File: config.mk
export PLATFORM = sky130hd
export DESIGN_NAME = img_window_ctrl
export DESIGN_NICKNAME = d
export VERILOG_FILES = /design/src/rtl/img_window_ctrl.sv
export SDC_FILE = /design/constraint.sdc
export NUM_CORES = 1
export LEC_CHECK = 0
export ABC_AREA = 1
export CORE_MARGIN = 2
export CORE_UTILIZATION = 45
export DETAILED_ROUTE_END_ITERATION = 12
export GPL_TIMING_DRIVEN = 0
export PLACE_DENSITY = 0.8
export SYNTH_ARGS = -nofsm -noshare
export SYNTH_HDL_FRONTEND = slang
export SYNTH_SLANG_ARGS = --single-unit
File: constraint.sdc
create_clock -name clk -period 3.6 [get_ports clk]
set_input_delay 0.36 -clock clk [delete_from_list [all_inputs] [get_ports clk]]
set_output_delay 0.36 -clock clk [all_outputs]
set_load 0.01 [all_outputs]
File: src/rtl/img_window_ctrl.sv
// Image-window scheduler: turns raster counters into image-ROM reads and blanked RGB,
// and bounces the window across the active area once per frame with a pause at each edge.
module img_window_ctrl #(
   parameter int H_ACT_BEGIN    = 191,
   parameter int V_ACT_BEGIN    = 40,
   parameter int H_ACT          = 1920,
   parameter int V_ACT          = 1080,
   parameter int IMG_W          = 200,
   parameter int IMG_H          = 200,
   parameter int STEP           = 2,
   parameter int PAUSE_FRAMES   = 30,
   parameter int X_INIT         = 760,
   parameter int Y_INIT         = 440,
   parameter bit DIR_X_NEG_INIT = 1'b0,
   parameter bit DIR_Y_NEG_INIT = 1'b0
) (
   input  logic        clk,
   input  logic        rst,
   input  logic [12:0] hcount,
   input  logic [12:0] vcount,
   input  logic        frame_tick,
   input  logic        move_en,
   output logic [15:0] rom_addr,
   input  logic [15:0] rom_dout,
   output logic [3:0]  red,
   output logic [3:0]  green,
   output logic [3:0]  blue,
   output logic [10:0] pos_x,
   output logic [10:0] pos_y,
   output logic        at_edge
);

   typedef enum logic [1:0] {IDLE, RUN, PAUSE} stateT;

   localparam int CNT_W = $clog2(PAUSE_FRAMES + 1);
   localparam logic signed [11:0] X_MAX_S = 12'(H_ACT - IMG_W);
   localparam logic signed [11:0] Y_MAX_S = 12'(V_ACT - IMG_H);

   stateT             r_state;
   logic [10:0]       r_posX;
   logic [10:0]       r_posY;
   logic              r_dirXNeg;
   logic              r_dirYNeg;
   logic [CNT_W-1:0]  r_cnt;
   logic [15:0]       r_romAddr;
   logic [15:0]       r_rowBase;
   logic              r_win1;
   logic              r_win2;
   logic [11:0]       r_rgb;

   stateT             w_nextState;
   logic [10:0]       w_nextPosX;
   logic [10:0]       w_nextPosY;
   logic              w_nextDirX;
   logic              w_nextDirY;
   logic [CNT_W-1:0]  w_nextCnt;

   logic [12:0]       w_winX0;
   logic [12:0]       w_winY0;
   logic [12:0]       w_col;
   logic              w_inWin;
   logic              w_firstLine;
   logic              w_lastCol;
   logic [15:0]       w_base;
   logic [15:0]       w_addr;
   logic              w_unused;

   logic signed [11:0] w_sumX;
   logic signed [11:0] w_sumY;
   logic              w_loX;
   logic              w_hiX;
   logic              w_loY;
   logic              w_hiY;
   logic [10:0]       w_clampX;
   logic [10:0]       w_clampY;

   // Window origin in raster coordinates; address is built incrementally, no multiplier.
   assign w_winX0     = 13'(H_ACT_BEGIN) + {2'b00, r_posX};
   assign w_winY0     = 13'(V_ACT_BEGIN) + {2'b00, r_posY};
   assign w_inWin     = (hcount >= w_winX0) && (hcount < w_winX0 + 13'(IMG_W)) &&
                        (vcount >= w_winY0) && (vcount < w_winY0 + 13'(IMG_H));
   assign w_col       = hcount - w_winX0;
   assign w_firstLine = (vcount == w_winY0);
   assign w_lastCol   = (w_col == 13'(IMG_W - 1));
   assign w_base      = w_firstLine ? 16'd0 : r_rowBase;
   assign w_addr      = w_base + 16'(w_col);
   assign w_unused    = ^{rom_dout[11], rom_dout[6:5], rom_dout[0]};

   // 3-clock path: addr/win1, ROM data/win2, registered RGB.
   always_ff @(posedge clk) begin
      if (rst) begin
         r_romAddr <= '0;
         r_rowBase <= '0;
         r_win1    <= 1'b0;
         r_win2    <= 1'b0;
         r_rgb     <= '0;
      end else begin
         r_win1 <= w_inWin;
         r_win2 <= r_win1;
         r_rgb  <= r_win2 ? {rom_dout[15:12], rom_dout[10:7], rom_dout[4:1]} : 12'h000;
         if (w_inWin) begin
            r_romAddr <= w_addr;
            if (w_lastCol) begin
               r_rowBase <= w_base + 16'(IMG_W);
            end
         end
      end
   end

   // Signed 12-bit sums expose underflow below 0 before clamping.
   assign w_sumX   = r_dirXNeg ? ($signed({1'b0, r_posX}) - $signed(12'(STEP)))
                               : ($signed({1'b0, r_posX}) + $signed(12'(STEP)));
   assign w_sumY   = r_dirYNeg ? ($signed({1'b0, r_posY}) - $signed(12'(STEP)))
                               : ($signed({1'b0, r_posY}) + $signed(12'(STEP)));
   assign w_loX    = (w_sumX <= 12'sd0);
   assign w_hiX    = (w_sumX >= X_MAX_S);
   assign w_loY    = (w_sumY <= 12'sd0);
   assign w_hiY    = (w_sumY >= Y_MAX_S);
   assign w_clampX = w_loX ? 11'd0 : (w_hiX ? 11'(H_ACT - IMG_W) : w_sumX[10:0]);
   assign w_clampY = w_loY ? 11'd0 : (w_hiY ? 11'(V_ACT - IMG_H) : w_sumY[10:0]);

   always_comb begin
      w_nextState = r_state;
      w_nextPosX  = r_posX;
      w_nextPosY  = r_posY;
      w_nextDirX  = r_dirXNeg;
      w_nextDirY  = r_dirYNeg;
      w_nextCnt   = r_cnt;
      if (frame_tick) begin
         unique case (r_state)
            IDLE: begin
               if (move_en) begin
                  w_nextState = RUN;
               end
            end
            RUN: begin
               if (!move_en) begin
                  w_nextState = IDLE;
               end else begin
                  w_nextPosX = w_clampX;
                  w_nextPosY = w_clampY;
                  if (w_loX || w_hiX) begin
                     w_nextDirX = ~r_dirXNeg;
                  end
                  if (w_loY || w_hiY) begin
                     w_nextDirY = ~r_dirYNeg;
                  end
                  if (w_loX || w_hiX || w_loY || w_hiY) begin
                     w_nextState = PAUSE;
                     w_nextCnt   = CNT_W'(PAUSE_FRAMES - 1);
                  end
               end
            end
            PAUSE: begin
               if (r_cnt == '0) begin
                  w_nextState = move_en ? RUN : IDLE;
               end else begin
                  w_nextCnt = r_cnt - CNT_W'(1);
               end
            end
            default: w_nextState = IDLE;
         endcase
      end
   end

   always_ff @(posedge clk) begin
      if (rst) begin
         r_state   <= IDLE;
         r_posX    <= 11'(X_INIT);
         r_posY    <= 11'(Y_INIT);
         r_dirXNeg <= DIR_X_NEG_INIT;
         r_dirYNeg <= DIR_Y_NEG_INIT;
         r_cnt     <= '0;
      end else begin
         r_state   <= w_nextState;
         r_posX    <= w_nextPosX;
         r_posY    <= w_nextPosY;
         r_dirXNeg <= w_nextDirX;
         r_dirYNeg <= w_nextDirY;
         r_cnt     <= w_nextCnt;
      end
   end

   assign rom_addr = r_romAddr;
   assign red      = r_rgb[11:8];
   assign green    = r_rgb[7:4];
   assign blue     = r_rgb[3:0];
   assign pos_x    = r_posX;
   assign pos_y    = r_posY;
   assign at_edge  = (r_state == PAUSE);

endmodule

==> key figures, run 1 <==
Die
  – Die Height: 129 um
  – Die Width: 129 um
  – Starting density of the core: 0.461
  – Cell Rows: 45
  – Std-Cell Core Area: 15200 um^2
  – Total die area: 16600 um^2
  – I/O pins: 97

Hold path
  – Hold path cells: 2
  – HP Start: r_win1$_SDFF_PP0_
  – WHS Endpoint: r_win2$_SDFF_PP0_
  – Hold Path Class: register to register

Setup path
  – Crit path cell chain: ha_4, inv_4, a21oi_4, nand2_2, xor2_4, ha_4, nand2_2, nor2_1, nand2_1, nor2_4, buf_6, nor2_1, ha_1, nand2_1, nand2_1, nand2_1, nand3_2, a31oi_4, o21ai_2, nand2_1, nand2_2, nand2_2, xor2_1, a21oi_1
  – Worst r2r path cells: 24
  – CP Class: register to register
  – R2r setup slk: 70 ps
  – R2r startpoint: pos_y[3]$_SDFFE_PP1P_
  – Crit. path cell count: 24
  – CP required: 3840 ps
  – Reg2reg end: rom_addr[15]$_SDFFE_PP0P_
  – Critical Path Start Type: register
  – Crit. End Element: register
  – CP Buf/Inv Count: 2
  – Worst Path Max Fanout: 7
  – Delay-heaviest family, CP: simple AND/OR/NAND/NOR gates
  – CP max-delay cell: dfxtp_4
  – Crit path DAT: 3770 ps
  – Most frequent CP cell: nand2_1
  – Max incr delay on CP: 380 ps

Detailed routing
  – Wire length per cell: 13.6 um
  – Post-DRT Antenna Nets: 0
  – Wire length on met2: 8930 um
  – DRC: 0
  – Vias per inst: 5.24
  – Pre-Repair DR Iteration Count: 6
  – Highest Signal Layer: met4
  – Metal-1 WL: 8560 um
  – Initial drt markers: 531
  – WL met3: 1450 um
  – Total Wirelength: 19400 um
  – Via count: 7487

Layout
  – Fin area: 9460 um^2
  – Commonest cells after routing, fill and taps aside: nand2_1, inv_1, nor2_1
  – Area of the multi-input gates: 5410 um^2
  – Layout cells sized above 1: 0.178
  – Layout Cells excl Fill: 1429
  – Diode count: 0
  – Area delta synth->final: 34.9%
  – Commonest non-fill, non-tap cell in the layout: nand2_1
  – Fill cells: 1289
  – Final #Nets: 1367
  – Register area: 1530 um^2

Timing
  – Highest Clock Rate: 283 MHz
  – RSZ-0062 raised after global routing: true
  – Finish-stage setup viols: 0
  – Worst-Margin Slew: 655 ps
  – Endpoints failing hold: 0
  – Fin crit period: 3530 ps
  – Fin crit share: 0.980
  – Fin. max-slew vios: 0
  – Setup WS post-layout: 72.4 ps
  – Relative slew slack: 0.564
  – Sum of negative setup slack: 0 ps
  – Clock skew: 14.9 ps

Placed design
  – Port bufs: 89
  – Inst Count DP: 1365
  – Pre-CTS setup slack: -509 ps
  – Area post-placement: 8210 um^2
  – Hpwl dp: 13900 um
  – Placer Congestion: 0.898

Clock network
  – CTS tree: built
  – Worst-Skew Late Latency: 360 ps
  – Clk root buf: clkbuf_16
  – H-tree levels: 3
  – Clock Path Buffers: 2
  – # hold bufs at CTS: 0
  – Clock Pin Slew Worst Setup and Hold Paths: 60 ps
  – CTS Sinks: 75
  – Total CTS buffers: 9

Yosys
  – Cells after synthesis: 1086
  – Cell Area, Synth: 7010 um^2
  – Yosys warning total: 0
  – Post-synth EDFFs: 0
  – Sequential-to-total area share from yosys stat: 0.214
  – Mean area per synthesized cell: 6.46 um^2
  – Post-synth top flop: dfxtp_1
  – Synth async-reset ratio: 0
  – Synth Register Bits: 75
  – Post-synth cell types: 45

GRT
  – Largest net degree at the start of global routing: 14
  – Number of global-route vias before repair: 6891
  – GRT Total Usage: 0.229
  – Grt total ovfl: 0
  – Global-route wire length before repair: 30900 um
  – Initial antenna violation count: 0

Power
  – P per Cell Area: 286 nW/um^2
  – Leak: 4.46 nW
  – Max IR drop VDD: 0.302 mV

Flow run
  – Max cap viols: 0

Status
  – Status: complete, no violations
flip-flops by register name, summed over array words and instances (netlist names), 2 cells and up:
register / count
r_rowBase: 16
r_rgb: 12
pos_x: 10
rom_addr: 16
pos_y: 10
r_cnt: 5
r_state: 2
area by class of cell:
cell class / instances / share of cell area
timing repair buffer: 137 / 0.133
buffer: 19 / 0.0120
clock buffer: 13 / 0.0286
sequential: 75 / 0.162
inverter: 155 / 0.0626
multi-input combinational: 839 / 0.572
clock inverter: 3 / 0.00463
tap: 188 / 0.0249
what timing repair did:
item,in CTS,in global routing
gates resized for setup,46,78
endpoints found under the setup margin,20,30
buffers inserted,22,26
pin swaps,25,47
power breakdown:
group | internal (mW) | switching (mW)
Sequential | 0.867 | 0.0296
Combinational | 0.385 | 0.471
Clock | 0.594 | 0.361
worst max-delay path by stage:
stage	end	startpoint	slack [ps]
after detailed placement	rom_addr[15]$_SDFFE_PP0P_	pos_y[4]$_SDFFE_PP1P_	-510
after floorplan	rom_addr[14]$_SDFFE_PP0P_	pos_x[1]$_SDFFE_PP0P_	1
after CTS	rom_addr[14]$_SDFFE_PP0P_	pos_y[4]$_SDFFE_PP1P_	8
final	rom_addr[15]$_SDFFE_PP0P_	pos_y[3]$_SDFFE_PP1P_	70
after global routing	rom_addr[14]$_SDFFE_PP0P_	pos_x[3]$_SDFFE_PP1P_	-180
after global placement	rom_addr[15]$_SDFFE_PP0P_	pos_y[4]$_SDFFE_PP1P_	-440
worst reg2reg max path, cell delays in order, from the launching register on:
cell and delay [ps]:
dfxtp_4 380, ha_4 150, inv_4 40, a21oi_4 200
nand2_2 120, xor2_4 180, ha_4 300, nand2_2 60
nor2_1 90, nand2_1 90, nor2_4 170, buf_6 170
nor2_1 80, ha_1 350, nand2_1 90, nand2_1 60
nand2_1 80, nand3_2 100, a31oi_4 210, o21ai_2 90
nand2_1 80, nand2_2 70, nand2_2 60, xor2_1 140
a21oi_1 80
cells in the mapped netlist (2+ instances only):
library cell    n  area (um^2)
nand2_1       238          893
inv_1         151          567
nor2_1        140          526
nand3_1        85          425
ha_1           81         1010
a21oi_1        77          385
dfxtp_1        75         1500
o21ai_0        50          250
xor2_1         33          289
xnor2_1        21          184
nand4_1        18          113
nand2_2        15         93.8
nor3_1         10         50.1
nand3_2         8         80.1
a211oi_1        7         52.6
buf_2           7         35.0
clkbuf_1        7         26.3
nand3b_1        6         45.0
or2_2           6         37.5
a21o_1          4         30.0
buf_4           4         30.0
fa_1            4         80.1
inv_2           4         15.0
nor2_2          4         25.0
o21bai_1        4         30.0
a31oi_1         3         18.8
o211ai_1        3         22.5
a22oi_1         2         15.0
conb_1          2         7.51
nand2_4         2         22.5
routing by layer:
layer	vias to the layer above	GRT usage
met3	37	0.0553
met2	245	0.373
met5	-	0
met1	3388	0.298
met4	0	0.0767
li1	3817	-
cells by family (layout without fill, tap and decap cells):
logic type / count (synthesis) / in the layout / synth area share
AO/OA/AOI/OAI: 159 / 159 / 0.127
XOR/XNOR: 54 / 54 / 0.0675
adder cells (fa/ha/maj): 85 / 85 / 0.156
buffers and inverters: 174 / 327 / 0.0965
flip-flops: 75 / 75 / 0.214
other: 2 / 4 / 0.00107
AND/OR/NAND/NOR: 537 / 537 / 0.338
metrics by stage:
stage          hold slack [ps]  power [mW]   util
3_3_place_gp               403        1.60  0.540
5_1_grt                    435        2.85  0.622
6_report                   411        2.71  0.622
4_1_cts                    416        2.61  0.584
2_1_floorplan              388        1.39      -
3_5_place_dp               406        1.62  0.540
Power figures use the tool's default switching activity.
==> run 2, diff against run 1 <==
- CORE_ASPECT_RATIO: unset -> 1.1
==> run 2 against run 1 <==
The flow now finishes with violations (negative setup slack). Clock skew fell by 6.4 ps. Wire length rose by 4.2%. Via count rose by 1.8%. Die area barely moved. Final area barely moved. Count of clock-buffer cells in the layout rose by 3. Core utilization rose by 0.14 points. Sequential power rose by 0.4%. Non-clock buffer count fell by 4.
==> key figures, run 2 (synthesis results as in run 1) <==
Power
  – Max IR drop VDD: 0.248 mV (-18%)
  – NetSw: 0.864 mW (+0.36%)
  – Clock Power Share: 0.340 (-0.013)
  – Comb power frac: 0.325 (+0.009)
  – Leak: 4.45 nW (-0.20%)
  – Switching Fraction: 0.321 (+0.00337)
  – P per Cell Area: 284 nW/um^2 (-0.72%)
  – Sequential share of power: 0.335 (+0.004)
  – Internal power: 1.82 mW (-1.2%)

Setup path
  – Critical Path Start Type: register
  – Crit. End Element: register
  – Worst r2r path cells: 22 (-8.3%)
  – Critical path startpoint: pos_y[3]$_SDFFE_PP1P_
  – CP Class: register to register
  – CP max-delay cell: dfxtp_4
  – Worst Path Max Fanout: 8 (+1)
  – Reg2reg end: rom_addr[10]$_SDFFE_PP0P_
  – R2r setup slk: -60 ps (-130 ps)
  – Crit path cell chain: ha_4, inv_4, a21oi_4, buf_6, xor2_4, inv_2, ha_4, nand2_2, nor2_1, nand2_1, nor2_4, buf_8, nor2_2, ha_4, a21oi_2, o21ai_2, buf_4, buf_4, a31oi_1, o21ai_0, xnor2_1, a21oi_1
  – Max incr delay on CP: 380 ps (about the same)
  – R2r startpoint: pos_y[3]$_SDFFE_PP1P_
  – CP Buf/Inv Count: 6 (+4)
  – Delay-heaviest family, CP: compound AO/OA/AOI/OAI gates
  – CP required: 3830 ps (about the same)
  – Most frequent CP cell: ha_4
  – Crit path DAT: 3880 ps (+110 ps)

Timing
  – Fin crit period: 3660 ps (+131 ps)
  – Fin crit share: 1.02 (+0.0364)
  – Fin. max-slew vios: 0 (unchanged)
  – Worst-Margin Slew: 726 ps (+70.9 ps)
  – Clock skew: 8.51 ps (-6.42 ps)
  – Finish-stage setup viols: 2 (+2)
  – Sum of negative setup slack: -84.5 ps (-84.5 ps)
  – Setup WS post-layout: -58.5 ps (-131 ps)
  – Relative slew slack: 0.516 (-0.0472)
  – Endpoints failing hold: 0 (unchanged)
  – Highest Clock Rate: 273 MHz (-3.6%)
  – RSZ-0062 raised after global routing: true

Layout
  – Final #Nets: 1364 (-0.22%)
  – Layout Cells excl Fill: 1434 (+0.35%)
  – Layout cells sized above 1: 0.177 (-0.00118)
  – Commonest non-fill, non-tap cell in the layout: nand2_1
  – Area of the multi-input gates: 5430 um^2 (+0.25%)
  – Area delta synth->final: 34.9% (about the same)
  – Fill cells: 1278 (-0.85%)
  – Diode count: 0 (unchanged)
  – Commonest cells after routing, fill and taps aside: nand2_1, inv_1, nor2_1
  – Register area: 1530 um^2 (unchanged)
  – Fin util: 0.623 (+0.00140)

Clock network
  – Clock Path Buffers: 2 (unchanged)
  – Total CTS buffers: 9 (unchanged)
  – Worst-Skew Late Latency: 350 ps (about the same)
  – Clk root buf: clkbuf_16
  – CTS Sinks: 75 (unchanged)
  – CTS tree: built
  – # hold bufs at CTS: 0 (unchanged)
  – H-tree levels: 3 (unchanged)
  – Clock Pin Slew Worst Setup and Hold Paths: 60 ps (about the same)

Status
  – Failing checks: negative setup slack
  – Status: finished, violations left

GRT
  – Global-route wire length before repair: 30500 um (-1.6%)
  – Grt total ovfl: 0 (unchanged)
  – GRT Total Usage: 0.225 (-0.00366)
  – Initial antenna violation count: 0 (unchanged)
  – Number of global-route vias before repair: 6988 (+1.4%)
  – Largest net degree at the start of global routing: 14 (unchanged)

Die
  – Total die area: 16600 um^2 (about the same)
  – Die Height: 135 um (+4.7%)
  – Starting density of the core: 0.462 (+0.000913)
  – Die Width: 123 um (-4.5%)
  – Std-Cell Core Area: 15200 um^2 (-0.20%)
  – I/O pins: 97 (unchanged)
  – Cell Rows: 47 (+4.4%)

Placed design
  – Port bufs: 89 (unchanged)
  – Placer Congestion: 0.889 (-1.1%)
  – Inst Count DP: 1373 (+0.59%)
  – Hpwl dp: 14000 um (+0.27%)

Detailed routing
  – Vias per inst: 5.32 (+1.5%)
  – Post-DRT Antenna Nets: 0 (unchanged)
  – Wire length per cell: 14.1 um (+3.8%)
  – Via count: 7623 (+1.8%)
  – Pre-Repair DR Iteration Count: 5 (-1)
  – Total Wirelength: 20200 um (+4.2%)
  – Initial drt markers: 579 (+9.0%)
  – DRC: 0 (unchanged)

Hold path
  – HP Start: r_win1$_SDFF_PP0_
  – WHS Endpoint: r_win2$_SDFF_PP0_
  – Hold path cells: 2 (unchanged)
  – Hold Path Class: register to register

Flow run
  – Max cap viols: 0 (unchanged)
[run 2: what timing repair did]
item | CTS | global route
setup endpoints to repair | 9 | 32
pin swaps | 22 | 60
gates resized for setup | 54 | 79
gates cloned | 0 | 1
setup buffers | 20 | 25
[run 2: how the worst max path moves through the flow]
stage | cells past startpoint | slack [ps] | end
6_report | 22 | -60 | rom_addr[10]$_SDFFE_PP0P_
3_5_place_dp | 29 | -570 | rom_addr[14]$_SDFFE_PP0P_
5_1_grt | 26 | -200 | rom_addr[14]$_SDFFE_PP0P_
3_3_place_gp | 28 | -530 | rom_addr[14]$_SDFFE_PP0P_
2_1_floorplan | 30 | 1 | rom_addr[14]$_SDFFE_PP0P_
4_1_cts | 22 | 2 | rom_addr[14]$_SDFFE_PP0P_
[run 2: layout make-up]
class | instances | share of cell area
Tap cell | 196 | 0.0259
Inverter | 155 | 0.0626
Timing Repair Buffer | 134 | 0.132
Buffer | 18 | 0.0112
Sequential cell | 75 | 0.162
Multi-Input combinational cell | 840 | 0.574
Clock buffer | 16 | 0.0320
[run 2: worst register-to-register path: cells and delay by family (launching register included)]
family          cells  cell delay, ps
compound gates      6             940
fa+ha+maj           3             690
buf+inv             6             690
simple gates        5             490
flops               1             380
xor+xnor            2             350
[run 2: metal layers]
layer	vias to the layer above	global-route usage	part of all wire
met3	65	0.0519	0.069
met5	-	0	0
met1	3457	0.280	0.42
met2	288	0.372	0.47
met4	0	0.0941	0.038
li1	3813	-	-
[run 2: through the flow]
stage | hold slack (ps) | instance area (um^2) | worst slack, ps | power (mW)
global route | 427 | 9460 | -203 | 2.82
detailed placement | 408 | 8220 | -570 | 1.62
CTS | 414 | 8880 | 1.90 | 2.57
global placement | 400 | 8220 | -528 | 1.60
floorplan | 388 | 7080 | 1.41 | 1.39
finish | 413 | 9460 | -58.5 | 2.69
[run 2: power by group through the flow]
stage	sequential [mW]	combinational, mW	clock (mW)
floorplan	0.925	0.465	0
global placement	0.918	0.687	0
detailed placement	0.919	0.701	0
CTS	0.898	0.755	0.918
global route	0.904	0.964	0.951
finish	0.900	0.873	0.914
==> RTL edit 1, RTL diff (flow settings as in run 1) <==
`DIR_X_NEG_INIT`: 1'b0 -> 1'b1.
--- a/src/rtl/img_window_ctrl.sv
+++ b/src/rtl/img_window_ctrl.sv
@@ -11,7 +11,7 @@
    parameter int PAUSE_FRAMES   = 30,
    parameter int X_INIT         = 760,
    parameter int Y_INIT         = 440,
-   parameter bit DIR_X_NEG_INIT = 1'b0,
+   parameter bit DIR_X_NEG_INIT = 1'b1,
    parameter bit DIR_Y_NEG_INIT = 1'b0
 ) (
    input  logic        clk,
Formal check against the unedited RTL: not equivalent (Yosys sat finds a counterexample within 4 cycles, from zero or initial values and one cycle with rst high).
==> RTL edit 1 against run 1 <==
- critical path depth increased by 1
- wire length about the same
- clock power increased by 10%
- highest routed layer unchanged
- fmax decreased by 0.42%
- sequential cell count unchanged
- non-clock buffer count decreased by 12
- combinational power increased by 4.4%
- design area decreased by 1.6%
- worst setup slack got worse by 0.015 ns
- area after synthesis decreased by 0.21%
- count of clock-buffer cells in the layout decreased by 1
- power increased by 5.1%
==> RTL edit 1: results (changes against run 1) <==
metric,value,unit,change
grt_pass1_vias,6729,,was 6891
regToRegStartpoint,pos_x[3],,was pos_y[3]
grt_pass1_wl,30.2,mm,was 30.9 mm
cts_sinks,75,,unchanged
wl_met1,8.66,mm,was 8.56 mm
cts_resized,44,,was 46
ys_warn_count,0,,unchanged
portBuffers,89,,unchanged
whs_endpoint,r_win2,,unchanged
cts_buffers,9,,unchanged
vias,7391,,was 7487
use_met1,29.7,%,was 29.8%
route.top_layer_used,met4,,unchanged
ys_seq_area_share,21.5,%,was 21.4%
arrival,3.82,ns,was 3.77 ns
synth_fa_ha_area_share,15.6,%,about the same
place_area,8190,sq um,was 8210 sq um
wl_met2,9.25,mm,was 8.93 mm
path_clk_slew,0.06,ns,about the same
nNetsFinal,1355,,was 1367
critPathMaxFanout,5,,was 7
holdWs,0.417,ns,was 0.411 ns
min_path_type,flop to flop,,unchanged
postRouteAntennaNets,0,,unchanged
critical-path-max-stage-delay,0.37,ns,
grtUsageMet2,36.8,%,was 37.3%
reg2regPathDepth,25,,was 24
grt_max_degree,14,,unchanged
synth_compound_area_share,12.7,%,about the same
worst_pin_slew,0.668,ns,was 0.655 ns
p_leak,0.00437,uW,was 0.00446 uW
clockRootBuffer,clkbuf_16,,unchanged
grt_usage,22.3,%,was 22.9%
synth_area_leaders,"dfxtp_1 21%, ha_1 14%, nand2_1 13%",,unchanged
worstHoldStart,r_win1,,unchanged
clk-insertion-delay-late,0.35,ns,
synth-xor-area-share,6.76,%,was 6.75%
drtPass1Iterations,5,,was 6
finalWeightedCongestion,0.902,,was 0.898
cp-endpoint,rom_addr[14],,was rom_addr[15]
hold_path_depth,2,,unchanged
hpwl,14.0,mm,was 13.9 mm
wire_per_inst,13.7,um,was 13.6 um
grt.met3_usage,4.49,%,was 5.53%
drtIter0Drc,498,,was 531
synthTopCellsByCount,"241 x nand2_1, 153 x inv_1, 141 x nor2_1",,"was 238 x nand2_1, 151 x inv_1, 140 x nor2_1"
vdd_drop_max,0.329,mV,was 0.302 mV
drive_above_1_share,15.9,%,was 17.8%
wl_met3,1.17,mm,was 1.45 mm
async_flop_share,0,%,unchanged
antenna_cells,0,,unchanged
run_status,completed,,unchanged
antenna_found_initial,0,,unchanged
post_cts_buffers,18,,was 22
slowest_stage,dfxtp_4,,unchanged
path_class,flop to flop,,unchanged
cts_max_path_buffers,2,,unchanged
muxShareOfSynthArea,0,%,unchanged
skew,0.00415,ns,was 0.0149 ns
==> RTL edit 1: area by class of cell <==
class,instances,area [sq um]
Inverter,157,597
Timing Repair Buffer,126,1170
Tap cell,188,235
Multi-Input combinational cell,837,5310
Fill cell,1336,5900
Sequential cell,75,1540
Clock buffer,12,289
Buffer,18,103
Clock inverter,3,65.1
==> RTL edit 1: per-stage QoR <==
step / setup slack (ns) / power [uW] / utilization [%] / cells
finish: 0.0574 / 2840 / 61.2 / 1416
global route: -0.159 / 3000 / 61.2 / 1416
CTS: 0.00244 / 2770 / 58.3 / 1398
detailed placement: -0.515 / 1670 / 53.9 / 1365
global placement: -0.423 / 1660 / 53.9 / 1365
floorplan: -0.0180 / 1430 / - / 1088
==> RTL edit 1: where the power goes <==
part           leakage, uW  internal [uW]  switching (uW)
clock             0.000175            704             348
sequential        0.000610            867            31.9
combinational      0.00359            392             501
==> RTL edit 1: worst min-delay path: stages, from the launching register on <==
cell and delay (ns):
dfxtp_1 0.30, inv_1 0.04, nor2_1 0.03
==> RTL edit 2, RTL diff (flow settings as in run 1) <==
Without the edit above. Take the reset off `r_rgb` and load it in a clocked block of its own.
--- a/src/rtl/img_window_ctrl.sv
+++ b/src/rtl/img_window_ctrl.sv
@@ -93,11 +93,9 @@
          r_rowBase <= '0;
          r_win1    <= 1'b0;
          r_win2    <= 1'b0;
-         r_rgb     <= '0;
       end else begin
          r_win1 <= w_inWin;
          r_win2 <= r_win1;
-         r_rgb  <= r_win2 ? {rom_dout[15:12], rom_dout[10:7], rom_dout[4:1]} : 12'h000;
          if (w_inWin) begin
             r_romAddr <= w_addr;
             if (w_lastCol) begin
@@ -105,6 +103,10 @@
             end
          end
       end
+   end
+
+   always_ff @(posedge clk) begin
+      r_rgb <= r_win2 ? {rom_dout[15:12], rom_dout[10:7], rom_dout[4:1]} : 12'h000;
    end
 
    // Signed 12-bit sums expose underflow below 0 before clamping.
Function: differs if rst is asserted again (counterexample within 4 cycles, from zero or initial values and one cycle with rst high); with rst held inactive, the same outputs for 4 cycles.
==> RTL edit 2 against run 1 <==
- design area shrank 1.8%
- global-route usage grew 0.065 points
- power shrank 5.8%
- wire length grew 1.7%
- sequential cell count is the same
- fmax shrank 1.6%
- die area shrank 0.95%
- clock skew shrank 0.0082 ns
- area after synthesis shrank 0.98%
- worst setup slack lost 0.057 ns
- critical path type unchanged
- highest routed layer unchanged
==> RTL edit 2: results (changes against run 1) <==
metric,value,unit,change
grt_pass1_vias,6778,,was 6891
fillers,1331,,was 1289
nNetsFinal,1358,,was 1367
drtPass1Iterations,5,,was 6
cts_sinks,75,,unchanged
worst_pin_slew,0.694,ns,was 0.655 ns
synthTopCellsByCount,"259 x nand2_1, 154 x inv_1, 124 x nor2_1",,"was 238 x nand2_1, 151 x inv_1, 140 x nor2_1"
wire_per_inst,13.9,um,was 13.6 um
critPathMaxFanout,6,,was 7
clk-insertion-delay-late,0.35,ns,
drtIter0Drc,607,,was 531
cts_buffers,9,,unchanged
async_flop_share,0,%,unchanged
arrival,3.80,ns,was 3.77 ns
path_clk_slew,0.07,ns,
vdd_drop_max,0.265,mV,was 0.302 mV
run_status,completed,,unchanged
p_leak,0.00444,uW,was 0.00446 uW
grt_usage,23.0,%,was 22.9%
portBuffers,89,,unchanged
antenna_found_initial,0,,unchanged
min_path_type,flop to flop,,unchanged
synth_area_leaders,"dfxtp_1 22%, ha_1 15%, nand2_1 14%",,"was dfxtp_1 21%, ha_1 14%, nand2_1 13%"
regArea,1530,sq um,about the same
critical-path-max-stage-delay,0.38,ns,about the same
grt_pass1_wl,30.6,mm,was 30.9 mm
buffer_area_share,14.6,%,was 14.5%
skew,0.00673,ns,was 0.0149 ns
multi_input_cells,833,,was 839
synth_cell_types,41,,was 45
finalWeightedCongestion,0.921,,was 0.898
ys_warn_count,0,,unchanged
vias,7404,,was 7487
ys_seq_area_share,21.6,%,was 21.4%
slowest_stage,dfxtp_4,,unchanged
inverters,159,,was 155
clockRootBuffer,clkbuf_16,,unchanged
non_clock_buffer_count,149,,was 156
final-clk-cell-share,3.07,%,was 3.32%
cts_max_path_buffers,2,,unchanged
drive_above_1_share,15.7,%,was 17.8%
hpwl,14.1,mm,was 13.9 mm
crit_family,compound AO/OA/AOI/OAI gates,,was simple AND/OR/NAND/NOR gates
grt_max_degree,16,,was 14
yosys.area.top_type,dfxtp_1,,unchanged
multi_input_area_share,56.9,%,was 57.2%
htree_num_levels,3,,unchanged
antenna_cells,0,,unchanged
RTL edit 2: cell count changes after synthesis, moves of 3 or more:
cell,before,now
nand3_1,85,91
nor3_1,10,14
nor2_1,140,124
buf_2,7,2
nand2_1,238,259
o211ai_1,3,6
nand2_2,15,10
nand3_2,8,4
inv_1,151,154
RTL edit 2: final timing paths:
check	start	slack (ns)	end	cells after the start
min reg2reg	r_win1	0.41	r_win2	2
min	r_win1	0.41	r_win2	2
max reg2reg	pos_y[4]	0.02	rom_addr[14]	25
max	pos_y[4]	0.02	rom_addr[14]	25
RTL edit 2: where the power goes:
part / switching, uW / total (uW) / leakage [uW] / internal, uW
sequential: 27.4 / 893 / 0.000608 / 866
combinational: 423 / 771 / 0.00369 / 348
clock: 405 / 885 / 0.000143 / 480
total: 855 / 2550 / 0.00444 / 1690
RTL edit 2: cell families (layout without fill, tap and decap cells):
group,count (synthesis),after routing,synth area share [%]
xor gates and xnor gates,55,55,6.94
adders and majority gates,85,85,15.8
DFF,75,75,21.6
and+or+nand+nor,535,535,33.4
other,2,4,0.108
buffers and inverters,176,324,9.93
AOI/OAI and AO/OA,154,154,12.3
RTL edit 2: timing repair:
action | 4_1_cts | 5_1_grt
hold endpoints to repair | 0 | 0
pin swaps | 21 | 40
resized for setup | 55 | 70
endpoints found under the setup margin | 19 | 32
buffers inserted | 21 | 22
RTL edit 2: routing by layer:
| metal | GRT usage [%] | routed length (um) | up-vias |
|---|---|---|---|
| li1 | - | - | 3786 |
| met1 | 28.8 | 8750 | 3374 |
| met4 | 8.60 | 383 | 0 |
| met5 | 0 | 0 | - |
| met2 | 39.2 | 9580 | 213 |
| met3 | 4.09 | 1010 | 31 |
RTL edit 2: worst register-to-register path: stages, from the launching register on:
cell	delay, ns
dfxtp_4	0.38
ha_4	0.16
inv_4	0.04
a21oi_4	0.21
xor2_2	0.24
inv_2	0.09
ha_4	0.26
nand2_4	0.06
nor2_1	0.04
nand2_1	0.09
nor2_4	0.06
buf_8	0.14
nor2_4	0.12
ha_4	0.14
inv_2	0.04
fa_2	0.37
o21ai_4	0.21
a21oi_4	0.08
o21ai_2	0.14
nand2_1	0.08
nand2_2	0.08
nand2_2	0.05
inv_2	0.04
o21ai_2	0.05
o211ai_1	0.19
a21oi_1	0.09
RTL edit 2: through the flow:
stage          power (uW)  std cells  setup WS (ns)  cell area, sq um  hold WS [ns]
2_1_floorplan        1320       1084         0.0130              6980         0.388
3_3_place_gp         1530       1361         -0.668              8110         0.401
3_5_place_dp         1540       1361         -0.677              8110         0.405
4_1_cts              2460       1398        -0.0102              8820         0.413
5_1_grt              2690       1420         -0.142              9290         0.448
6_report             2550       1420         0.0150              9290         0.413
